File: src/rtl/rst_sync_tick_gen.sv
// rst_sync_tick_gen: reset conditioner and phase-timing tick source.
// The reset output asserts asynchronously with rst_n and releases
// synchronously. Release passes through a SYNC_STAGES-deep chain and then
// a HOLD_CYCLES stretch. A prescaler then emits a one-cycle tick every DIV
// qualifying edges and counts the ticks it has issued.
module rst_sync_tick_gen #(
  parameter int SYNC_STAGES = 2,
  parameter int HOLD_CYCLES = 4,
  parameter int DIV         = 5,
  parameter int CNT_W       = 8
) (
  input  logic             clk,
  input  logic             rst_n,
  input  logic             tick_en,
  output logic             rst_n_sync,
  output logic             tick,
  output logic [CNT_W-1:0] tick_cnt
);

  // The hold counter must be able to represent HOLD_CYCLES.
  // The prescaler counts 0..DIV-1.
  localparam int HW = (HOLD_CYCLES < 1) ? 1 : $clog2(HOLD_CYCLES + 1);
  localparam int DW = (DIV <= 1) ? 1 : $clog2(DIV);
  localparam logic [HW-1:0] HOLD_LAST = HW'(HOLD_CYCLES);
  localparam logic [DW-1:0] DIV_LAST  = DW'(DIV - 1);
  localparam bit            NO_HOLD   = (HOLD_CYCLES == 0);

  typedef enum logic [1:0] {
    ST_ASSERT = 2'd0,
    ST_HOLD   = 2'd1,
    ST_RUN    = 2'd2
  } state_e;

  logic [SYNC_STAGES-1:0] sync_r;
  logic                   s_rise_s;
  state_e                 state_r;
  state_e                 state_next_s;
  logic [HW-1:0]          hold_cnt_r;
  logic [HW-1:0]          hold_next_s;
  logic                   rst_n_sync_r;
  logic                   qual_s;
  logic [DW-1:0]          div_cnt_r;
  logic                   tick_r;
  logic [CNT_W-1:0]       tick_cnt_r;

  // The chain output s goes high on this edge when the stage feeding it is
  // already high. Looking one stage ahead lets HOLD_CYCLES=0 enter RUN on
  // that same edge.
  assign s_rise_s = sync_r[SYNC_STAGES-2];

  // Reset synchronizer chain: shift ones in once rst_n is released.
  always_ff @(posedge clk or negedge rst_n) begin
    if (!rst_n) begin
      sync_r <= '0;
    end else begin
      sync_r <= {sync_r[SYNC_STAGES-2:0], 1'b1};
    end
  end

  // Hold FSM next-state logic: ASSERT -> HOLD -> RUN, with RUN sticky.
  always_comb begin
    state_next_s = state_r;
    hold_next_s  = hold_cnt_r;
    case (state_r)
      ST_ASSERT: begin
        hold_next_s = '0;
        if (s_rise_s) begin
          if (NO_HOLD) begin
            state_next_s = ST_RUN;
          end else begin
            state_next_s = ST_HOLD;
          end
        end else begin
          state_next_s = ST_ASSERT;
        end
      end
      ST_HOLD: begin
        if ((hold_cnt_r + HW'(1)) == HOLD_LAST) begin
          state_next_s = ST_RUN;
          hold_next_s  = '0;
        end else begin
          state_next_s = ST_HOLD;
          hold_next_s  = hold_cnt_r + HW'(1);
        end
      end
      ST_RUN: begin
        state_next_s = ST_RUN;
        hold_next_s  = '0;
      end
      default: begin
        state_next_s = ST_ASSERT;
        hold_next_s  = '0;
      end
    endcase
  end

  // Hold FSM state and counter. The reset output is registered from the
  // next state so that it rises on the edge RUN is entered.
  always_ff @(posedge clk or negedge rst_n) begin
    if (!rst_n) begin
      state_r      <= ST_ASSERT;
      hold_cnt_r   <= '0;
      rst_n_sync_r <= 1'b0;
    end else begin
      state_r      <= state_next_s;
      hold_cnt_r   <= hold_next_s;
      rst_n_sync_r <= (state_next_s == ST_RUN);
    end
  end

  // An edge qualifies only once the conditioned reset is released and the
  // enable is high.
  assign qual_s = rst_n_sync_r & tick_en;

  // Prescaler and tick counter. Gating freezes the phase; it does not
  // clear it.
  always_ff @(posedge clk or negedge rst_n) begin
    if (!rst_n) begin
      div_cnt_r  <= '0;
      tick_r     <= 1'b0;
      tick_cnt_r <= '0;
    end else if (qual_s) begin
      if (div_cnt_r == DIV_LAST) begin
        div_cnt_r  <= '0;
        tick_r     <= 1'b1;
        tick_cnt_r <= tick_cnt_r + CNT_W'(1);
      end else begin
        div_cnt_r  <= div_cnt_r + DW'(1);
        tick_r     <= 1'b0;
      end
    end else begin
      tick_r <= 1'b0;
    end
  end

  assign rst_n_sync = rst_n_sync_r;
  assign tick       = tick_r;
  assign tick_cnt   = tick_cnt_r;

endmodule

File: config.mk
export PLATFORM = sky130hd
export DESIGN_NAME = rst_sync_tick_gen
export DESIGN_NICKNAME = d
export VERILOG_FILES = /design/src/rtl/rst_sync_tick_gen.sv
export SDC_FILE = /design/constraint.sdc
export NUM_CORES = 1
export LEC_CHECK = 0
export CORE_ASPECT_RATIO = 0.8
export CORE_UTILIZATION = 48
export CTS_CLUSTER_DIAMETER = 200
export DETAILED_ROUTE_END_ITERATION = 10
export GPL_ROUTABILITY_DRIVEN = 0
export HOLD_SLACK_MARGIN = 0.06
export MAX_ROUTING_LAYER = met4
export PLACE_DENSITY = 0.72
export SYNTH_ARGS = -nofsm -noshare
export SYNTH_HDL_FRONTEND = slang
export SYNTH_SLANG_ARGS = --single-unit
File: constraint.sdc
create_clock -name clk -period 2.1 [get_ports clk]
set_clock_uncertainty 0.15 [all_clocks]
set_input_delay 0.42 -clock clk [delete_from_list [all_inputs] [get_ports clk]]
set_output_delay 0.42 -clock clk [all_outputs]
set_load 0.05 [all_outputs]
**Yosys cells after proc, flatten, opt, wreduce, memory -nomap -nowiden**

Cells that the tools add are included.

- Register bits: 19
- Bits of input ports: 3
- Output and inout bits: 10
- Word-level logic and storage cells: 26

- Add/subtract/negate cells: 3
- Equality and inequality tests: 5
- Muxes and demuxes: 8
- Bitwise gates (word level): 1
- Reductions and logical operators: 2

Operator list:

| cell | count |
|---|---|
| 3-bit 2-to-1 mux | 3 |
| 8-bit by 1-bit adder with 8-bit output (second input constant) | 1 |
| 3-bit by 1-bit adder with 3-bit output (second input constant) | 2 |
| 3-bit equality test (second input constant) | 2 |
| 2-bit case mux with 3 select lines | 1 |
| 2-bit equality test (second input constant) | 2 |
| 1-bit 2-to-1 mux | 3 |
| 2-bit by 1-bit equality test with 1-bit output (second input constant) | 1 |
| 2-bit zero test | 1 |
| 2-bit 2-to-1 mux | 1 |
| 2-bit AND reduction | 1 |
| 1-bit bitwise AND | 1 |

**Longest topological paths before layout**

- Depth in word-level cells: 5
- Gate-level depth with buffers: 6
- Gate-level depth less buffers: 6

**Least setup slack after synthesis**

OpenSTA, ideal clock, no wires.

- Path kind: register to register
- From: reg rst_n_sync_r (netlist: rst_n_sync)
- To: reg tick_cnt_r[4] (netlist: tick_cnt[4])
- Library setup time: 144 ps
- Arrival: 1294 ps
- Required time: 1806 ps
- Slack: 512 ps
- Stages on the path, launching flop included: 5
- Buffers on the path: 0
- Period minus slack after synthesis: 1588 ps
- Cell sequence: dfrtp_1 > nand4_4 > inv_1 > nand4_1 > xnor2_1

- Longest elaborated chain between the ends: 2

RTL lines:

| what | RTL line | source |
|---|---|---|
| start, declared | 40 | `logic rst_n_sync_r;` |
| start signal, assigned | 107 | `rst_n_sync_r <= (state_next_s == ST_RUN);` |
| 1-bit bitwise AND | 113 | `assign qual_s = rst_n_sync_r & tick_en;` |
| 2-bit AND reduction (no line) | -- |  |
| end signal, assigned | 126 | `tick_cnt_r <= tick_cnt_r + CNT_W'(1);` |
| end, declared | 44 | `logic [CNT_W-1:0] tick_cnt_r;` |

Every way passes these cells.
A chain may end at the register's enable or synchronous reset.

**Worst setup path after layout**

- From: reg tick_cnt_r[7] (netlist: tick_cnt[7])
- To: out tick_cnt[7]

RTL lines:

| what | RTL line | source |
|---|---|---|
| end, declared | 17 | `output logic [CNT_W-1:0] tick_cnt` |

No word-level cell between the ends.

==> results.yml <==
layout:
  fill_cells: 137
  utilization_pct: 61.7
  finish.instance_area_um2: 1000
  final_nets: 96
  area_delta_synth_final_pct: 20.1
  layout_commonest_cell: "dfrtp_1"
  n_antenna_cell: 0
  fin_cells: 109
  layout-drive-gt1-share_pct: 18.4
  final_cell_mix: "19 x dfrtp_1, 9 x nand2_1, 8 x buf_4"
die:
  io_pins: 13
  dieWidth_um: 48.7
  die_h_um: 39.3
  start_util_pct: 51.4
  dieArea_um2: 1910
  rows: 13
  core_um2: 1630
run_status:
  status: "finished clean"
clock_network:
  cts_sinks: 19
  htree_levels: 1
  worstSkewPairLatency_ns: 0.30
  clockBufferDepth: 2
  cts_tree: "built"
  clk_pin_slew_ns: 0.11
  cts_buffers: 3
  root_buffer: "clkbuf_4"
  cts_setup_buffers: 0
  hold_buffers: 0
pwr:
  peakVddDrop_mv: 0.633
  seqPwrFrac_pct: 53.8
  switching_share_pct: 33.4
  pwr-share-comb_pct: 25.8
  p_per_area_nw_per_um2: 910
  leakagePower_nw: 0.522
  switchingPower_mw: 0.305
  internal-power_mw: 0.608
  finalPower_mw: 0.913
  p_clk_share_pct: 20.4
setup_path:
  critPathKind: "register to output pin"
  cpLargestDelayFamily: "buffers and inverters"
  required_ns: 1.53
  crit_path_top_delay_cell: "clkdlybuf4s50_1"
  critPathLaunchType: "register"
  worst_path_largest_cell_delay_ns: 0.80
  crit_path_end_kind: "output pin"
  crit_arrival_ns: 1.48
  critPathBufInv: 1
  critical_path.cell_chain: "clkdlybuf4s50_1"
  critPathMaxFanout: 2
route:
  drc: 0
  drt_iter0_drc: 2
  vias: 518
  wirelength_um: 1290
  vias_per_cell: 4.75
  ant_nets: 0
  drt_pre_antenna_iters: 4
  avgRoutedWirePerCell_um: 11.8
global_routing:
  track_usage_pct: 16.4
  antenna_found_initial: 0
  grt_pass1_vias: 471
  grt_pass1_wl_um: 2070
  grt_max_degree: 20
  grt_overflow: 0
yosys:
  ys_warn_count: 0
  synth.top_cell.area_share_pct: 56.9
  synth_area_leader_cell: "dfrtp_1"
  ys_types: 21
  synthesis.area_um2: 836
  synth-seq-area-share_pct: 56.9
  synth_nets: 78
  netlist_top_cells_area: "dfrtp_1 57%, ha_1 7.5%, xnor2_1 4.2%"
  synth-seq-cells: 19
  netlist_instances: 70
  syn_avg_cell_area_um2: 11.9
sta:
  fin_crit_sh_pct: 97.8
  final.min_clock_period_ns: 2.05
  final-hold-violation-count: 0
  whs_ns: 0.292
  slew_headroom_pct: 66.6
  rsz0062_at_grt: "no"
  fin_ws_ns: 0.0468
  drv_slew: 0
  worst_slew_pin_slew_ns: 0.500
  max_freq_mhz: 487
  setup_viol: 0
  fin_setup_tns_ns: 0
place:
  placedCellCount: 105
  place_worst_setup_slack_ns: 0.252
  dp_hpwl_um: 851
  io_buffers: 12
  postPlaceCellArea_um2: 973
hold_path:
  hold_class: "input pin to asynchronous set/reset pin"
job:
  drv_cap: 0
-- logic make-up after synthesis --
logic type                 share of synthesized area [%]
xor gates and xnor gates                            8.38
AOI/OAI and AO/OA                                   5.09
muxes                                               1.35
buffers and inverters                               1.80
adders and majority gates                           7.49
other                                              0.449
and+or+nand+nor                                     18.6
DFF                                                 56.9
-- Yosys cell counts --
cell type	n
a21o_1	1
nand2_1	9
inv_1	4
nor4_2	1
nand2b_1	2
xor2_1	4
dfrtp_1	19
nor3b_1	1
nand3_4	1
xnor2_1	4
nand4_4	1
a211oi_1	2
and2_1	1
nor3_1	3
nand4_1	2
o21ai_0	4
mux2_2	1
ha_1	5
nor2_1	3
conb_1	1
nand3_1	1
-- routing by layer --
metal	vias to the layer above	share of wire [%]	GRT usage, %
li1	268	-	-
met2	9	42	25.0
met1	237	50	18.6
met4	0	2.6	11.0
met3	4	5.0	6.20
met5	-	0	-
-- registers in the layout, indices dropped and copies added (netlist names) --
name and cells:
sync_r 1, hold_cnt_r 3, rst_n_sync 1, tick_cnt 8, state_r 2, div_cnt_r 3, tick 1
-- area by class of cell --
class | count | area [µm²] | share of cell area [%]
sequential | 19 | 475 | 47.4
multi-input combinational | 47 | 345 | 34.4
timing repair buffer | 13 | 113 | 11.2
tap | 22 | 27.5 | 2.74
clock buffer | 3 | 22.5 | 2.24
inverter | 4 | 15.0 | 1.50
clock inverter | 1 | 5.00 | 0.499
-- path summary, 6_finish.rpt --
check	from	slack, ns	cells after the start	end
max in group asynchronous	rst_n	1.31	2	tick
max reg2reg	div_cnt_r[0]	0.51	5	tick_cnt[7]
min reg2reg	state_r[1]	0.31	1	state_r[0]
max	tick_cnt[7]	0.05	1	tick_cnt[7]
min	rst_n	0.29	2	div_cnt_r[1]
min in group clk	state_r[1]	0.31	1	state_r[0]
-- power groups by stage --
stage	registers, mW	clock network [mW]	logic (mW)
finish	0.491	0.186	0.236
global route	0.500	0.207	0.276
CTS	0.492	0.196	0.239
detailed placement	0.499	0	0.237
global placement	0.497	0	0.233
floorplan	0.513	0	0.162
-- what timing repair did --
action,4_1_cts,5_1_grt
gates resized for setup,0,1
hold endpoints to repair,0,0
setup endpoints to repair,0,1
No activity file was read; power rests on OpenSTA's default activity.
